<file path="src/rtl/ssi_encoder_emulator.sv">
// SSI slave that emulates an absolute encoder: snapshots a position word when
// chip-select falls and shifts it out MSB-first on the master's serial clock.
module ssi_encoder_emulator #(
    parameter int unsigned SSI_RES        = 10,
    parameter int unsigned SYNC_STAGES    = 2,
    parameter int unsigned TIMEOUT_CYCLES = 1000
) (
    input  logic               clk,
    input  logic               rst_n,
    input  logic               ssi_clk,
    input  logic               ncs,
    input  logic [SSI_RES-1:0] position,
    output logic               data_out,
    output logic               busy,
    output logic               frame_done,
    output logic               timeout
);

    localparam int unsigned IDX_W = $clog2(SSI_RES);
    localparam int unsigned TMO_W = $clog2(TIMEOUT_CYCLES + 1);

    typedef enum logic [1:0] {
        ST_IDLE,
        ST_ARM,
        ST_SHIFT,
        ST_TAIL
    } state_e;

    logic [SYNC_STAGES-1:0] sclk_sync_q;
    logic [SYNC_STAGES-1:0] ncs_sync_q;
    logic                   sclk_prev_q;
    logic                   ncs_prev_q;
    logic                   sclk_rise_c;
    logic                   ncs_fall_c;
    logic                   ncs_rise_c;

    state_e                 state_q, state_d;
    logic [SSI_RES-1:0]     shreg_q, shreg_d;
    logic [IDX_W-1:0]       idx_q, idx_d;
    logic [TMO_W-1:0]       tmo_q, tmo_d;
    logic                   data_out_q, data_out_d;
    logic                   busy_q, busy_d;
    logic                   done_q, done_d;
    logic                   tmo_pulse_q, tmo_pulse_d;

    // ncs chain resets low so a chip-select already low at reset release is not seen as a fall
    always_ff @(posedge clk or negedge rst_n) begin
        if (!rst_n) begin
            sclk_sync_q <= '0;
            ncs_sync_q  <= '0;
            sclk_prev_q <= 1'b0;
            ncs_prev_q  <= 1'b0;
        end else begin
            sclk_sync_q <= {sclk_sync_q[SYNC_STAGES-2:0], ssi_clk};
            ncs_sync_q  <= {ncs_sync_q[SYNC_STAGES-2:0], ncs};
            sclk_prev_q <= sclk_sync_q[SYNC_STAGES-1];
            ncs_prev_q  <= ncs_sync_q[SYNC_STAGES-1];
        end
    end

    assign sclk_rise_c = sclk_sync_q[SYNC_STAGES-1] & ~sclk_prev_q;
    assign ncs_fall_c  = ~ncs_sync_q[SYNC_STAGES-1] & ncs_prev_q;
    assign ncs_rise_c  = ncs_sync_q[SYNC_STAGES-1] & ~ncs_prev_q;

    always_ff @(posedge clk or negedge rst_n) begin
        if (!rst_n) begin
            state_q     <= ST_IDLE;
            shreg_q     <= '0;
            idx_q       <= '0;
            tmo_q       <= '0;
            data_out_q  <= 1'b1;
            busy_q      <= 1'b0;
            done_q      <= 1'b0;
            tmo_pulse_q <= 1'b0;
        end else begin
            state_q     <= state_d;
            shreg_q     <= shreg_d;
            idx_q       <= idx_d;
            tmo_q       <= tmo_d;
            data_out_q  <= data_out_d;
            busy_q      <= busy_d;
            done_q      <= done_d;
            tmo_pulse_q <= tmo_pulse_d;
        end
    end

    // Priority inside a frame: ncs rise, then ssi_clk rise, then timeout
    always_comb begin
        state_d     = state_q;
        shreg_d     = shreg_q;
        idx_d       = idx_q;
        tmo_d       = tmo_q;
        data_out_d  = data_out_q;
        done_d      = 1'b0;
        tmo_pulse_d = 1'b0;

        case (state_q)
            ST_IDLE: begin
                data_out_d = 1'b1;
                if (ncs_fall_c) begin
                    shreg_d    = position;
                    data_out_d = position[SSI_RES-1];
                    idx_d      = '0;
                    tmo_d      = '0;
                    state_d    = ST_ARM;
                end
            end
            ST_ARM, ST_SHIFT: begin
                if (ncs_rise_c) begin
                    data_out_d = 1'b1;
                    state_d    = ST_IDLE;
                end else if (sclk_rise_c) begin
                    tmo_d = '0;
                    if (state_q == ST_ARM) begin
                        idx_d   = IDX_W'(SSI_RES - 1);
                        state_d = ST_SHIFT;
                    end else if (idx_q == '0) begin
                        data_out_d = 1'b0;
                        state_d    = ST_TAIL;
                    end else begin
                        idx_d      = idx_q - IDX_W'(1);
                        data_out_d = shreg_q[idx_q - IDX_W'(1)];
                    end
                end else if (tmo_q == TMO_W'(TIMEOUT_CYCLES - 1)) begin
                    tmo_d       = '0;
                    tmo_pulse_d = 1'b1;
                    data_out_d  = 1'b1;
                    state_d     = ST_IDLE;
                end else begin
                    tmo_d = tmo_q + TMO_W'(1);
                end
            end
            ST_TAIL: begin
                data_out_d = 1'b0;
                if (ncs_rise_c) begin
                    data_out_d = 1'b1;
                    done_d     = 1'b1;
                    state_d    = ST_IDLE;
                end
            end
            default: begin
                data_out_d = 1'b1;
                state_d    = ST_IDLE;
            end
        endcase

        busy_d = (state_d != ST_IDLE);
    end

    assign data_out   = data_out_q;
    assign busy       = busy_q;
    assign frame_done = done_q;
    assign timeout    = tmo_pulse_q;

endmodule
</file>
<file path="config.mk">
export PLATFORM = sky130hd
export DESIGN_NAME = ssi_encoder_emulator
export DESIGN_NICKNAME = d
export VERILOG_FILES = /design/src/rtl/ssi_encoder_emulator.sv
export SDC_FILE = /design/constraint.sdc
export NUM_CORES = 1
export LEC_CHECK = 0
export CAP_MARGIN = 10
export CORE_MARGIN = 2
export CORE_UTILIZATION = 50
export DETAILED_ROUTE_END_ITERATION = 7
export PLACE_DENSITY = 0.74
export SKIP_CTS_REPAIR_TIMING = 1
export SLEW_MARGIN = 20
export SYNTH_ARGS = -nofsm -noshare
export SYNTH_HDL_FRONTEND = slang
export SYNTH_SLANG_ARGS = --single-unit
</file>
<file path="constraint.sdc">
create_clock -name clk -period 4.6 [get_ports clk]
set_input_delay 0.92 -clock clk [delete_from_list [all_inputs] [get_ports clk]]
set_output_delay 0.92 -clock clk [all_outputs]
set_load 0.01 [all_outputs]
</file>
==> qor.txt <==
Status: completed
Fraction of registers with async set/reset: 1.000
Buffers on Ports: 17
Yosys reg bits: 36
GR Util met3: 0.05903
Max IR drop VDD: 0.2682 mV
Initial Utilization: 0.5142
Max Fclk: 0.4088 GHz
Die width: 64.90 um
Net Count, Synth: 212
CTS tree: yes
Sequential fraction of the synthesis area: 0.4865
Worst Setup SP: state_q[0]
Final Hold Viols: 0
# DRC: 0
Buffer depth of the longest clock path: 2
Top_reg_cell synth: dfrtp_1
Slew Viols, Final: 0
Layout Area Growth over Synthesis: 15.05%
Area of the multi-input gates: 880.8 sq um
TritonRoute pass-1 iters: 4
Worst Tran Pin Value: 0.4953 ns
Worst r2r src: state_q[0]
CTS H-tree lvls: 2
Largest net degree at the start of global routing: 37
EDFF count, synth: 0
Worst setup EP type: flip-flop
Clk_lat worst skew: 0.28 ns
Final period util: 0.5317
Vias: 1451
Drt wl/cell: 14.34 um
Global route hottest layer: met2
Final HPWL DP: 2723 um
Slew headroom: 0.6612
Critical path arrival: 2.67 ns
Synthesized area per cell: 9.608 sq um
Num rows: 22
Ys Warns: 0
Worst-path maximum fanout: 16
Die ar.: 4211 sq um
CTS buffer count: 5
Critical path class: flip-flop to flip-flop
Hold_sp: sclk_sync_q[0]
GPL Wtd Cong: 0.7937
Via-to-Cell Ratio: 5.581
Routed WL: 3728 um
Total GRT Usage: 0.2087
IO Pins: 18
Hold WS: 0.3542 ns
Layout cell share with drive strength beyond 1: 0.08491
Core ar.: 3606 sq um
# fillers: 309
Reg clk slew, reported paths: 0.07 ns
Post-DRT Antenna Nets: 0
Met2 Track Usage GR: 0.3415
Root Buffer: clkbuf_8
Setup violators final: 0
Nets: 230
CP Data Required Time: 4.82 ns
Leak: 0.9532 nW
Initial DRC Count: 84
Hold Crit Class: flip-flop to flip-flop
RSZ-0062 raised after global routing: no
Vias in the first global route: 1534
Power density cells: 542.1 nW/um^2
Met1 usage: 0.2620
Most frequent cells in the layout: nand2_1, dfrtp_1, clkdlybuf4s50_1
Register area: 902.1 sq um
Post-route setup TNS: 0 ns
Max-cap viol count: 0
CP startpoint kind: flip-flop
First-pass GRT wire length: 6713 um
Die Span Y: 64.90 um
Synthesized cell area: 1854 sq um
Pwr Total: 1.157 mW
Most common cell after layout, fill and taps aside: nand2_1
Clk_skew: 0.006847 ns
ANT cells: 0
Number of distinct library cells after synthesis: 48
Final min period: 2.446 ns
Post-Synthesis Cells: 193
Clk sinks: 36
Initial antenna violation count: 0
GRT overflow: 0
routing by layer:
layer	up-vias	share of wire
li1	710	-
met1	691	0.45
met2	44	0.48
met3	6	0.052
met4	0	0.013
met5	-	0
kinds of logic (layout without fill, tap and decap cells):
logic type | Yosys count | in the layout | share of synthesized area
adders and majority gates | 5 | 5 | 0.03374
DFF | 36 | 36 | 0.4865
and+or+nand+nor | 92 | 92 | 0.2524
AOI/OAI and AO/OA | 41 | 41 | 0.1437
muxes | 5 | 5 | 0.04048
xor gates and xnor gates | 1 | 1 | 0.004724
buffers and inverters | 13 | 32 | 0.03846
per-stage QoR:
| stage | setup slack [ns] | area, sq um | std cells | utilization |
|---|---|---|---|---|
| final | 2.154 | 2133 | 260 | 0.5916 |
| after global routing | 1.958 | 2133 | 260 | 0.5916 |
| after CTS | 2.190 | 2133 | 260 | 0.5916 |
| after detailed placement | 2.214 | 2043 | 252 | 0.5666 |
| after global placement | 2.311 | 2043 | 252 | 0.5666 |
| after floorplan | 2.481 | 1854 | 193 | - |
path summary, 6_finish.rpt:
path / cells after the start / endpoint / slack (ns)
setup / recovery: 7 / tmo_q[4] / 2.15
hold / removal: 0 / sclk_sync_q[1] / 0.35
setup reg to reg: 7 / tmo_q[4] / 2.15
hold reg to reg: 0 / sclk_sync_q[1] / 0.35
max in group asynchronous: 2 / data_out / 3.22
min in group asynchronous: 2 / idx_q[0] / 1.04
layout make-up:
class                           count  area share
Sequential cell                    36      0.4229
Multi-Input combinational cell    144      0.4129
Inverter                            6     0.01056
Tap cell                           48     0.02815
Timing Repair Buffer               18     0.08328
Clock buffer                        8     0.04223
cells in the mapped netlist (all sizes together) (2+ instances only):
cell type,number,area share
a21o,2,0.0081
and2b,3,0.014
o21ai,19,0.051
nor2,8,0.016
o41ai,2,0.0094
or3b,2,0.0094
and2,4,0.013
ha,5,0.034
nand3,4,0.011
nand2,46,0.093
mux2i,3,0.016
dfrtp,35,0.47
buf,3,0.013
mux4,2,0.024
nand2b,7,0.024
o31ai,3,0.012
clkbuf,4,0.013
and3,4,0.015
nand3b,2,0.0081
o21a,2,0.0081
a21oi,3,0.0081
nand4,2,0.0067
nor3,3,0.0081
inv,6,0.012
registers in the layout, indices dropped and copies added (netlist names):
signal / count
frame_done: 1
state_q: 2
ncs_sync_q: 2
ncs_prev_q: 1
sclk_prev_q: 1
sclk_sync_q: 2
idx_q: 4
data_out: 1
busy: 1
timeout: 1
tmo_q: 10
shreg_q: 10
report_power, final:
group	leakage, nW	total (mW)	internal [mW]	switching (mW)
combinational	0.445	0.465	0.207	0.258
clock	0.0455	0.226	0.122	0.104
sequential	0.462	0.466	0.403	0.0632
critical path, stage by stage (launching register included):
cell and delay, ns:
dfrtp_1 0.42, inv_1 0.09, ha_1 0.32, nand3b_1 0.41, o31a_2 0.36, or2_1 0.32, or3b_1 0.39, nand2_1 0.07
Note: power is estimated with default switching activity, not from simulation.
